==> src/rtl/approx_mult_seq_ctrl_pkg.sv <==
// Shared definitions for the approximate-multiplier sequencing controller:
// state encoding, a constant-foldable clog2 and the default datapath widths.
package approx_mult_seq_ctrl_pkg;

    // Ceiling log2, usable in parameter and localparam expressions.
    function automatic int clog2(input int value);
        int r;
        int v;
        r = 0;
        v = value - 1;
        while (v > 0) begin
            r = r + 1;
            v = v >> 1;
        end
        return r;
    endfunction

    // Controller states; IDLE is zero so the reset state reads as all-zero.
    typedef enum logic [2:0] {
        ST_IDLE = 3'd0,
        ST_RD   = 3'd1,
        ST_LD   = 3'd2,
        ST_NORM = 3'd3,
        ST_MUL  = 3'd4,
        ST_ADJ  = 3'd5,
        ST_WR   = 3'd6,
        ST_DONE = 3'd7
    } state_t;

    // Datapath widths for the default 16-bit operand configuration.
    localparam int DEF_DATA_W = 16;
    localparam int SHIFT_CW   = clog2(DEF_DATA_W);
    localparam int RES_CW     = clog2(2 * DEF_DATA_W) + 1;

endpackage

==> src/rtl/approx_mult_seq_ctrl_norm.sv <==
// norm_shift_cnt: leading-zero normaliser control for one operand.
// Requests a left shift while the operand MSB is clear, counting shifts and
// saturating at DATA_W-1 so an all-zero operand terminates and flags zero.
module norm_shift_cnt
    import approx_mult_seq_ctrl_pkg::*;
#(
    parameter  int DATA_W = 16,
    localparam int CW     = clog2(DATA_W)
) (
    input  logic          clk,
    input  logic          rst,
    input  logic          clr,
    input  logic          en,
    input  logic          msb,
    output logic          sh,
    output logic          done,
    output logic          zero,
    output logic [CW-1:0] cnt
);

    localparam logic [CW-1:0] CNT_MAX = CW'(DATA_W - 1);

    logic at_max;

    assign at_max = (cnt == CNT_MAX);
    assign sh     = en && !msb && !at_max;
    assign done   = msb || at_max;
    assign zero   = !msb && at_max;

    // Shift counter: cleared before each operand load, steps with every shift.
    always_ff @(posedge clk or negedge rst) begin
        if (!rst) begin
            cnt <= '0;
        end else if (clr) begin
            cnt <= '0;
        end else if (sh) begin
            cnt <= cnt + 1'b1;
        end
    end

endmodule

==> src/rtl/approx_mult_seq_ctrl.sv <==
// approx_mult_seq_ctrl: walks N operand pairs through read, normalise,
// KEEP_W x KEEP_W multiply, product denormalise and handshaked write.
// The datapath lives outside; this block only issues strobes and owns the
// pair index, pair count, per-operand shift counts and result shift count.
//
// Write handshake: wr_en acts as valid. Once raised in WR, wr_en and wr_addr
// stay constant until a cycle with wr_ready also high; the write transfers on
// that clock edge and the controller moves on in the same edge.
module approx_mult_seq_ctrl
    import approx_mult_seq_ctrl_pkg::*;
#(
    parameter int DATA_W = 16,
    parameter int KEEP_W = 8,
    parameter int ADDR_W = 4
) (
    input  logic              clk,
    input  logic              rst,
    input  logic              start,
    input  logic [ADDR_W:0]   num_pairs,
    output logic              busy,
    output logic              done,
    output logic              rd_en,
    output logic [ADDR_W-1:0] rd_addr,
    output logic              ld_ab,
    input  logic              msb_a,
    input  logic              msb_b,
    output logic              sh_a,
    output logic              sh_b,
    output logic              mul_en,
    output logic              res_clr,
    output logic              res_shl,
    output logic              res_shr,
    output logic              wr_en,
    output logic [ADDR_W-1:0] wr_addr,
    input  logic              wr_ready,
    output logic [2:0]        dbg_state
);

    localparam int CW   = clog2(DATA_W);
    localparam int RCW  = clog2(2 * DATA_W) + 1;
    // Shift total at which the KEEP_W x KEEP_W product already sits at the
    // weight of the full DATA_W x DATA_W product.
    localparam int BIAS = 2 * (DATA_W - KEEP_W);
    localparam logic [ADDR_W:0] NMAX = {1'b1, {ADDR_W{1'b0}}};

    state_t state, state_nxt;

    logic [ADDR_W-1:0] idx;
    logic [ADDR_W:0]   n_pairs;
    logic [RCW-1:0]    res_cnt;
    logic              shr_dir;

    logic              cnt_clr;
    logic              norm_en;
    logic              done_a, done_b;
    logic              zero_a, zero_b;
    logic              zero_any;
    logic [CW-1:0]     cnt_a, cnt_b;
    logic signed [RCW-1:0] diff;
    logic [RCW-1:0]    diff_abs;
    logic              is_last;

    assign cnt_clr  = (state == ST_IDLE) || (state == ST_LD);
    assign norm_en  = (state == ST_NORM);
    assign zero_any = zero_a || zero_b;
    assign diff     = $signed(RCW'(cnt_a)) + $signed(RCW'(cnt_b)) - $signed(RCW'(BIAS));
    assign diff_abs = diff[RCW-1] ? (~diff + 1'b1) : diff;
    assign is_last  = ({1'b0, idx} == (n_pairs - 1'b1));
    assign dbg_state = state;

    norm_shift_cnt #(.DATA_W(DATA_W)) u_norm_a (
        .clk  (clk),
        .rst  (rst),
        .clr  (cnt_clr),
        .en   (norm_en),
        .msb  (msb_a),
        .sh   (sh_a),
        .done (done_a),
        .zero (zero_a),
        .cnt  (cnt_a)
    );

    norm_shift_cnt #(.DATA_W(DATA_W)) u_norm_b (
        .clk  (clk),
        .rst  (rst),
        .clr  (cnt_clr),
        .en   (norm_en),
        .msb  (msb_b),
        .sh   (sh_b),
        .done (done_b),
        .zero (zero_b),
        .cnt  (cnt_b)
    );

    // State register.
    always_ff @(posedge clk or negedge rst) begin
        if (!rst) begin
            state <= ST_IDLE;
        end else begin
            state <= state_nxt;
        end
    end

    // Pair index, latched pair count and result shift bookkeeping.
    always_ff @(posedge clk or negedge rst) begin
        if (!rst) begin
            idx     <= '0;
            n_pairs <= '0;
            res_cnt <= '0;
            shr_dir <= 1'b0;
        end else begin
            case (state)
                ST_IDLE: begin
                    idx <= '0;
                    if (start) begin
                        n_pairs <= (num_pairs == '0) ? NMAX : num_pairs;
                    end
                end
                ST_MUL: begin
                    if (!zero_any) begin
                        res_cnt <= diff_abs;
                        shr_dir <= !diff[RCW-1];
                    end
                end
                ST_ADJ: begin
                    res_cnt <= res_cnt - 1'b1;
                end
                ST_WR: begin
                    if (wr_ready && !is_last) begin
                        idx <= idx + 1'b1;
                    end
                end
                default: begin
                end
            endcase
        end
    end

    // Next-state and strobe decode; at most one datapath strobe per state.
    always_comb begin
        state_nxt = state;
        busy      = 1'b0;
        done      = 1'b0;
        rd_en     = 1'b0;
        rd_addr   = '0;
        ld_ab     = 1'b0;
        mul_en    = 1'b0;
        res_clr   = 1'b0;
        res_shl   = 1'b0;
        res_shr   = 1'b0;
        wr_en     = 1'b0;
        wr_addr   = '0;
        case (state)
            ST_IDLE: begin
                if (start) state_nxt = ST_RD;
            end
            ST_RD: begin
                busy      = 1'b1;
                rd_en     = 1'b1;
                rd_addr   = idx;
                state_nxt = ST_LD;
            end
            ST_LD: begin
                busy      = 1'b1;
                ld_ab     = 1'b1;
                state_nxt = ST_NORM;
            end
            ST_NORM: begin
                busy = 1'b1;
                if (done_a && done_b) state_nxt = ST_MUL;
            end
            ST_MUL: begin
                busy = 1'b1;
                if (zero_any) begin
                    res_clr   = 1'b1;
                    state_nxt = ST_WR;
                end else begin
                    mul_en    = 1'b1;
                    state_nxt = (diff == '0) ? ST_WR : ST_ADJ;
                end
            end
            ST_ADJ: begin
                busy = 1'b1;
                if (shr_dir) res_shr = 1'b1;
                else         res_shl = 1'b1;
                if (res_cnt == RCW'(1)) state_nxt = ST_WR;
            end
            ST_WR: begin
                busy    = 1'b1;
                wr_en   = 1'b1;
                wr_addr = idx;
                if (wr_ready) state_nxt = is_last ? ST_DONE : ST_RD;
            end
            ST_DONE: begin
                done      = 1'b1;
                state_nxt = ST_IDLE;
            end
            default: begin
                state_nxt = ST_IDLE;
            end
        endcase
    end

endmodule
==> config.mk <==
export PLATFORM = sky130hd
export DESIGN_NAME = approx_mult_seq_ctrl
export DESIGN_NICKNAME = d
export VERILOG_FILES = /design/src/rtl/approx_mult_seq_ctrl_pkg.sv /design/src/rtl/approx_mult_seq_ctrl_norm.sv /design/src/rtl/approx_mult_seq_ctrl.sv
export SDC_FILE = /design/constraint.sdc
export NUM_CORES = 1
export LEC_CHECK = 0
export ABC_CLOCK_PERIOD_IN_PS = 4200
export CAP_MARGIN = 0
export CORE_ASPECT_RATIO = 0.6
export CORE_UTILIZATION = 55
export CTS_CLUSTER_DIAMETER = 80
export DETAILED_ROUTE_END_ITERATION = 8
export HOLD_SLACK_MARGIN = 0.02
export PLACE_DENSITY = 0.82
export SYNTH_ARGS = -nofsm -noshare
export SYNTH_HDL_FRONTEND = slang
export SYNTH_SLANG_ARGS = --single-unit
export TNS_END_PERCENT = 100
==> constraint.sdc <==
create_clock -name clk -period 4.2 [get_ports clk]
set_clock_uncertainty 0.2 [all_clocks]
set_input_delay 0.42 -clock clk [delete_from_list [all_inputs] [get_ports clk]]
set_output_delay 0.42 -clock clk [all_outputs]
set_load 0.01 [all_outputs]
==> results of run 1 <==
-- layout by cell type, fill, tap and decap left out, drive strengths merged, types with 2 or more instances in the layout --
cell and count:
a21o 4, xnor2 7, nand4 2, clkbuf 4, nor4b 3, o31ai 3
ha 11, o211ai 3, o21ai 7, a211oi 3, clkdlybuf4s50 32, mux2 4
mux2i 5, nand2 15, a21oi 11, a221oi 2, nand3 7, nand3b 5
and2 10, and3 4, or3 3, o221ai 2, a31oi 4, inv 8
nor3b 2, dfrtp 27, xor2 8, nor3 6, nor2 24
-- cell type report --
cell class,count,area share
well taps,45,0.02431
repair buffers,33,0.1415
flip-flops and latches,27,0.2917
inverters,9,0.01459
multi-input cells,170,0.5084
clock buffers,4,0.01945
-- final timing paths --
| kind | start | endpoint |
|---|---|---|
| setup reg to reg | u_norm_b.cnt[0] | res_cnt[3] |
| hold reg to reg | res_cnt[5] | res_cnt[5] |
| max in group asynchronous | rst | n_pairs[1] |
| min in group asynchronous | rst | idx[3] |
| hold / removal | res_cnt[5] | res_cnt[5] |
| setup / recovery | dbg_state[0] | rd_addr[2] |
-- registers in the layout (all words and copies together) (netlist names) --
name / flops
res_cnt: 6
u_norm_a.cnt: 4
idx: 4
n_pairs: 5
shr_dir: 1
dbg_state: 3
u_norm_b.cnt: 4
-- metal layers --
layer,part of all wire,wire (um),up-vias,GRT usage
met5,0,0,-,0
met4,0.0056,25,0,0.04074
met3,0.085,379,4,0.05143
met2,0.39,1719,68,0.3737
met1,0.52,2312,789,0.3984
li1,-,-,840,-
-- where the power goes --
group,switching [W],internal (W)
logic,0.000420,0.000380
clock network,0.0000859,0.0000682
registers,0.000145,0.000342
-- worst max-delay path, cell delays in order (launching register included) --
cell and delay (ps):
dfrtp_1 700, clkinv_1 390, nor3_1 450, and2_1 190
clkdlybuf4s50_1 530
-- cell families (layout without fill, tap and decap cells) --
| logic type | Yosys count | count (layout) |
|---|---|---|
| AOI/OAI and AO/OA | 47 | 47 |
| xor gates and xnor gates | 15 | 15 |
| adders and majority gates | 12 | 12 |
| buffers and inverters | 17 | 46 |
| DFF | 27 | 27 |
| muxes | 9 | 9 |
| and+or+nand+nor | 87 | 87 |
-- through the flow --
stage | power (W) | util | cell area [um^2] | hold slack, ps
global placement | 0.001250 | 0.6875 | 2271 | 273.8
floorplan | 0.001026 | - | 1927 | -75.59
CTS | 0.001435 | 0.7011 | 2316 | 293.0
finish | 0.001442 | 0.7011 | 2316 | 295.2
detailed placement | 0.001271 | 0.6875 | 2271 | 280.0
global route | 0.001568 | 0.7011 | 2316 | 305.0
==> run_results.csv, run 1 <==
group,metric,value,unit
hold_path,hold_class,"flip-flop to flip-flop",
sta,finalCriticalPeriod,3164,ps
die,die_h,47.85,um
job,max-cap-violations,0,
global_routing,grt_use_total,0.2576,
setup_path,crit_fanout,16,
power_and_ir_drop,power_per_cell_area,622.6,nW/um^2
sta,setup_viol,0,
synthesis,ys_warn_count,0,
synthesis,ys_top_cells_by_area,"dfrtp_1 (35%), ha_1 (7.1%), nor2_1 (4.7%)",
route,routedWlPerCell,15.41,um
global_routing,grt_pass1_vias,1441,
die,die_w,78.41,um
setup_path,crit_required,3580,ps
sta,rsz0062_at_grt,"no",
synthesis,synth_simple_gate_area_frac,0.2409,
clocking,cts_buffer_depth,2,
clocking,cts_sinks,27,
sta,final.setup.worst_slack,1036,ps
setup_path,crit_arrival,2540,ps
sta,worst_slew_pin_slew,664.6,ps
synthesis,synth.most_common_cell,"dfrtp_1",
global_routing,antenna_found_initial,0,
synthesis,syn-cell-area,1927,um^2
layout,multi_input_area,1177,um^2
die,start_util,0.5833,
clocking,insertion_delay,280,ps
sta,worst_slew_margin_rel,0.5553,
synthesis,synth_fa_ha_area_frac,0.08182,
setup_path,crit_type,"flip-flop to primary output",
clocking,cts_hold_buffers,0,
layout,drive_gt1_frac,0.04938,
hold_path,holdPathStages,1,
synthesis,syn_nets,237,
sta,finalMaxSlewViolations,0,
clocking,cts.repair.resized,0,
synthesis,synthTopCellsByCount,"dfrtp_1 (27), nor2_1 (24), nand2_1 (15), a21oi_1 (11), ha_1 (11)",
synthesis,yosysSeqAreaShare,0.3506,
die,die_area,3752,um^2
synthesis,synth.avg_cell_area,9.004,um^2
clocking,post_cts_buffers,0,
placed_design,dpl.hpwl,3271,um
layout,syn_to_final_growth,20.19,%
placed_design,dp_slack,1387,ps
setup_path,rr_worst_depth,7,
setup_path,endpoint_kind,"primary output",
clocking,cts_root_buffer,"clkbuf_8",
sta,fmax,316.1,MHz
synthesis,synth-seq-cells,27,
placed_design,placedCellCount,284,
route,drt-total-wl,4437,um
setup_path,worstSetupStartpointType,"flip-flop",
synthesis,yosys.area.top_type,"dfrtp_1",
placed_design,gp_congestion,0.9292,
power_and_ir_drop,leakage,0.9861,nW
sta,finalSetupTns,0,ps
layout,layout.cells.non_filler,288,
route,drt_iter0_drc,145,
route,via_per_inst,5.906,
layout,n_antenna_cell,0,
synthesis,synth.area.mux_share,0.04935,
layout,regArea,675.6,um^2
placed_design,portBuffers,32,
die,ios,33,
clocking,numCtsBuffers,3,
die,core,3303,um^2
power_and_ir_drop,max-vdd-ir-drop,0.4411,mV
synthesis,synth_top_family_by_area,"simple AND/OR/NAND/NOR gates",
clocking,h-tree-depth,1,
synthesis,synthDistinctLibCells,46,
synthesis,synth_flop_cell,"dfrtp_1",
clocking,clkTransAtPathRegs,100,ps
route,drt-pass1-iter-count,4,
synthesis,synth_compound_area_frac,0.1708,
synthesis,synth-edff-count,0,
global_routing,grt_pass1_wl,7162,um
clocking,cts_tree,"built",
outcome,status,"complete, no violations",
synthesis,synth_cells,214,
route,drc,0,
route,routed-via-count,1701,
layout,fillCellCount,266,
synthesis,ys_async_sr_fraction,1.000,
setup_path,reg2reg_slack,1350,ps
sta,hold_viol,0,
global_routing,grt_overflow,0,
global_routing,grt_max_degree,28,
route,ant_nets,0,
synthesis,yosysTopAreaCellShare,0.3506,
sta,min_period_over_period,0.7532,
die,num_rows,16,
layout,nets,267,
synthesis,synthXorXnorAreaFrac,0.06818,
No activity file was read; power rests on OpenSTA's default activity.
==> run 2: changes to the inputs <==
Settings changed: ABC_CLOCK_PERIOD_IN_PS 4200 to 3250, CORE_UTILIZATION 55 to 53, PLACE_DENSITY 0.82 to 0.8.
Clock period 4.2 ns to 3.25 ns, I/O delays scaled along.
==> run_results.csv, run 2 (synthesis results as in run 1) <==
group,metric,value,unit
clocking,insertion_delay,280,ps
setup_path,crit_required,2720,ps
route,routedWlPerCell,15.04,um
layout,syn_to_final_growth,21.04,%
layout,largest_register,"res_cnt",
route,via_per_inst,5.869,
setup_path,reg2reg_slack,450,ps
setup_path,crit_path_cell_trace,"ha_1 -> nand3_1 -> o22ai_1 -> a21oi_1 -> nand2_1 -> inv_1 -> clkdlybuf4s50_1",
layout,final_common_cell,"clkdlybuf4s50_1",
clocking,clkTransAtPathRegs,90,ps
sta,finalCriticalPeriod,2985,ps
clocking,cts.repair.resized,0,
clocking,cts_hold_buffers,0,
placed_design,portBuffers,32,
die,ios,33,
clocking,numCtsBuffers,3,
sta,setup_viol,0,
sta,finalMaxSlewViolations,0,
global_routing,antenna_found_initial,0,
die,die_h,48.71,um
global_routing,grt_overflow,0,
layout,fin_util,0.6935,
layout,largest_reg_flops,6,
placed_design,gp_congestion,0.8748,
setup_path,worstSetupStartpointType,"flip-flop",
layout,nets,269,
layout,biggestRegsByFlops,"res_cnt: 6 flops, n_pairs: 5 flops",
clocking,post_cts_buffers,0,
sta,worst_slew_pin_slew,544.5,ps
setup_path,rr_worst_depth,7,
die,core,3363,um^2
power_and_ir_drop,max-vdd-ir-drop,0.5433,mV
route,drc,0,
route,ant_nets,0,
setup_path,crit_arrival,2460,ps
global_routing,grt_pass1_vias,1491,
setup_path,endpoint_kind,"primary output",
sta,hold_viol,0,
setup_path,crit_fanout,6,
setup_path,timing.rr.start,"u_norm_b.cnt[0]",
clocking,h-tree-depth,1,
die,die_area,3889,um^2
sta,rsz0062_at_grt,"no",
layout,multi_input_area,1177,um^2
layout,n_antenna_cell,0,
clocking,cts_buffer_depth,2,
clocking,cts_sinks,27,
layout,regArea,675.6,um^2
setup_path,slowest_delay,490,ps
placed_design,dp_slack,512.4,ps
sta,worst_slew_margin_rel,0.6324,
setup_path,worst-path-buf-inv,2,
setup_path,crit_type,"flip-flop to primary output",
route,drt-pass1-iter-count,4,
outcome,status,"complete, no violations",
layout,final_cell_mix,"clkdlybuf4s50_1 (32), dfrtp_1 (27), nor2_1 (24)",
power_and_ir_drop,power_per_cell_area,803.6,nW/um^2
route,drt_iter0_drc,107,
clocking,cts_tree,"built",
die,num_rows,16,
global_routing,grt_max_degree,28,
power_and_ir_drop,finalPower,0.001874,W
clocking,cts_root_buffer,"clkbuf_8",
hold_path,hold_class,"primary input to asynchronous set/reset pin",
job,max-cap-violations,0,
die,start_util,0.5729,
setup_path,timing.rr.end,"res_cnt[3]",
route,routed-via-count,1702,
route,drt-total-wl,4362,um
global_routing,grt_use_total,0.2488,
power_and_ir_drop,leakage,0.9987,nW
layout,fillCellCount,265,
die,die_w,79.84,um
sta,fmax,335.0,MHz
sta,min_period_over_period,0.9184,
global_routing,grt_pass1_wl,7403,um
sta,final.setup.worst_slack,265.3,ps
setup_path,critPathTopFamily,"compound AO/OA/AOI/OAI gates",
layout,drive_gt1_frac,0.06122,
setup_path,critical_path.slowest_cell,"clkdlybuf4s50_1",
placed_design,dpl.hpwl,3382,um
sta,finalSetupTns,0,ps
-- run 2: cell types whose count changed in the layout (fill, tap and decap cells not counted), sizes merged --
cell / previous run / this run
clkinv: 1 / 2
buf: 1 / 3
clkbuf: 4 / 3
-- run 2: cell type report --
type / count / share of cell area
timing repair buffer: 35 / 0.1470
tap: 45 / 0.02414
multi-input combinational: 170 / 0.5048
inverter: 9 / 0.01448
clock inverter: 1 / 0.002146
clock buffer: 3 / 0.01770
sequential: 27 / 0.2897
-- run 2: how the worst max path moves through the flow --
stage                                from          to  slack, ps  cells past startpoint
after floorplan           u_norm_a.cnt[0]  res_cnt[3]        690                      7
after global placement    u_norm_a.cnt[0]  res_cnt[3]        610                      7
after detailed placement  u_norm_b.cnt[0]  res_cnt[3]        510                      7
after CTS                 u_norm_a.cnt[1]      mul_en        290                      7
after global routing      u_norm_a.cnt[1]      mul_en        100                      7
final                     u_norm_a.cnt[1]      mul_en        270                      7
-- run 2: power by group --
group          internal, W  switching, W
Sequential        0.000443      0.000164
Combinational     0.000507      0.000564
Clock            0.0000862      0.000109
-- run 2: metal layers --
| layer | vias to the layer above | routed length [um] | global-route usage |
|---|---|---|---|
| li1 | 844 | - | - |
| met1 | 785 | 2277 | 0.4140 |
| met2 | 68 | 1679 | 0.3291 |
| met3 | 5 | 377 | 0.05094 |
| met4 | 0 | 27 | 0.03869 |
| met5 | - | 0 | 0 |
-- run 2: metrics by stage --
| stage | instances | cell area [um^2] | hold WS, ps |
|---|---|---|---|
| 6_report | 290 | 2332 | 214.9 |
| 5_1_grt | 290 | 2332 | 234.3 |
| 4_1_cts | 290 | 2332 | 220.5 |
| 3_3_place_gp | 286 | 2286 | 275.8 |
| 2_1_floorplan | 214 | 1927 | -170.6 |
| 3_5_place_dp | 286 | 2286 | 284.5 |
==> run 3: changes to the inputs <==
Settings changed: CORE_UTILIZATION 53 to 50, GPL_ROUTABILITY_DRIVEN set to 0, PLACE_DENSITY 0.8 to 0.76.
==> run_results.csv, run 3 (synthesis results as in run 1) <==
group,metric,value,unit
layout,largest_register,"res_cnt",
layout,syn_to_final_growth,21.17,%
die,num_rows,17,
global_routing,grtUsageMet1,0.3875,
route,ant_nets,0,
job,max-cap-violations,0,
clocking,cts.repair.resized,0,
global_routing,grt_pass1_wl,7541,um
sta,finalCriticalPeriod,2914,ps
sta,worst_slew_pin_slew,615.5,ps
setup_path,crit_required,2720,ps
placed_design,dpl.hpwl,3397,um
route,drt_iter0_drc,79,
clocking,cts_tree,"built",
clocking,cts_sinks,27,
route,via_per_inst,5.726,
clocking,post_cts_buffers,0,
hold_path,hold_class,"primary input to asynchronous set/reset pin",
die,die_h,50.09,um
global_routing,grt_util_met3,0.06296,
layout,n_antenna_cell,0,
sta,hold_viol,0,
outcome,status,"complete, no violations",
die,start_util,0.5236,
global_routing,antenna_found_initial,0,
clocking,insertion_delay,280,ps
sta,rsz0062_at_grt,"no",
sta,fmax,343.2,MHz
layout,largest_reg_flops,6,
power_and_ir_drop,max-vdd-ir-drop,0.5051,mV
die,die_area,4114,um^2
layout,final_cell_mix,"clkdlybuf4s50_1 (32), dfrtp_1 (27), nor2_1 (24)",
layout,biggestRegsByFlops,"res_cnt: 6 flops, n_pairs: 5 flops",
global_routing,grt_pass1_vias,1549,
route,drc,0,
layout,nets,269,
sta,finalMaxSlewViolations,0,
die,die_w,82.14,um
global_routing,grt_overflow,0,
layout,layout.cells.non_filler,292,
clocking,cts_buffer_depth,2,
setup_path,crit_type,"flip-flop to primary output",
sta,worst_slew_margin_rel,0.5845,
power_and_ir_drop,leakage,0.9987,nW
route,routed-via-count,1672,
global_routing,grt_use_total,0.2449,
layout,final_common_cell,"clkdlybuf4s50_1",
clocking,cts_root_buffer,"clkbuf_8",
sta,setup_viol,0,
setup_path,endpoint_kind,"primary output",
route,drt-pass1-iter-count,4,
die,core,3680,um^2
setup_path,worstSetupStartpointType,"flip-flop",
placed_design,placedCellCount,288,
clocking,h-tree-depth,1,
sta,finalSetupTns,0,ps
global_routing,busiest_layer,"met1",
clocking,numCtsBuffers,3,
global_routing,grt_max_degree,28,
setup_path,crit_fanout,6,
clocking,cts_hold_buffers,0,
setup_path,crit_arrival,2390,ps
global_routing,grt_use_met2,0.3333,
power_and_ir_drop,power_per_cell_area,800.4,nW/um^2
sta,min_period_over_period,0.8965,
route,drt-total-wl,4389,um
die,ios,33,
route,routedWlPerCell,15.03,um
layout,drive_gt1_frac,0.06122,
placed_design,portBuffers,32,
clocking,clkTransAtPathRegs,100,ps
-- run 3: cell type report --
cell class | count | area, um^2
clock buffer | 3 | 41.29
clock inverter | 1 | 5.005
fill | 306 | 1345
inverter | 9 | 33.78
multi-input combinational | 170 | 1177
sequential | 27 | 675.6
tap | 47 | 58.81
timing repair buffer | 35 | 342.8
-- run 3: critical path: stages (launching register included) --
cell and delay [ps]:
dfrtp_1 470, ha_1 210, nand3_1 90, o22ai_1 420, a21oi_1 200, nand2_1 130
inv_1 100, clkdlybuf4s50_1 490
-- run 3: per-stage QoR --
step             util  setup WS, ps  total power, W  instance area (um^2)  hold slack, ps
2_1_floorplan       -         693.0        0.001326                  1927          -170.6
3_3_place_gp   0.6219         613.2        0.001637                  2288           277.8
3_5_place_dp   0.6219         477.8        0.001666                  2288           285.0
4_1_cts        0.6345         364.2        0.001868                  2335           220.0
5_1_grt        0.6345         74.97        0.002040                  2335           255.6
6_report       0.6345         336.3        0.001869                  2335           207.0
-- run 3: report_power, final --
part	switching [W]	leakage [nW]	internal [W]
Clock	0.000110	0.0255	0.0000861
Combinational	0.000551	0.626	0.000504
Sequential	0.000176	0.348	0.000443
Total	0.000836	0.999	0.00103
-- run 3: worst paths after layout --
path | from | endpoint | slack (ps) | cells after the start
min in group clk | res_cnt[5] | res_cnt[5] | 300 | 1
worst min register to register | res_cnt[5] | res_cnt[5] | 300 | 1
worst max register to register | u_norm_b.cnt[0] | res_cnt[3] | 420 | 7
worst max-delay path | u_norm_b.cnt[1] | mul_en | 340 | 7
max in group asynchronous | rst | res_cnt[3] | 2370 | 2
worst min-delay path | rst | idx[2] | 210 | 2
-- run 3: layer usage --
metal / part of all wire / up-vias
li1: - / 842
met1: 0.55 / 768
met2: 0.39 / 60
met3: 0.058 / 2
met4: 0.0032 / 0
met5: 0 / -
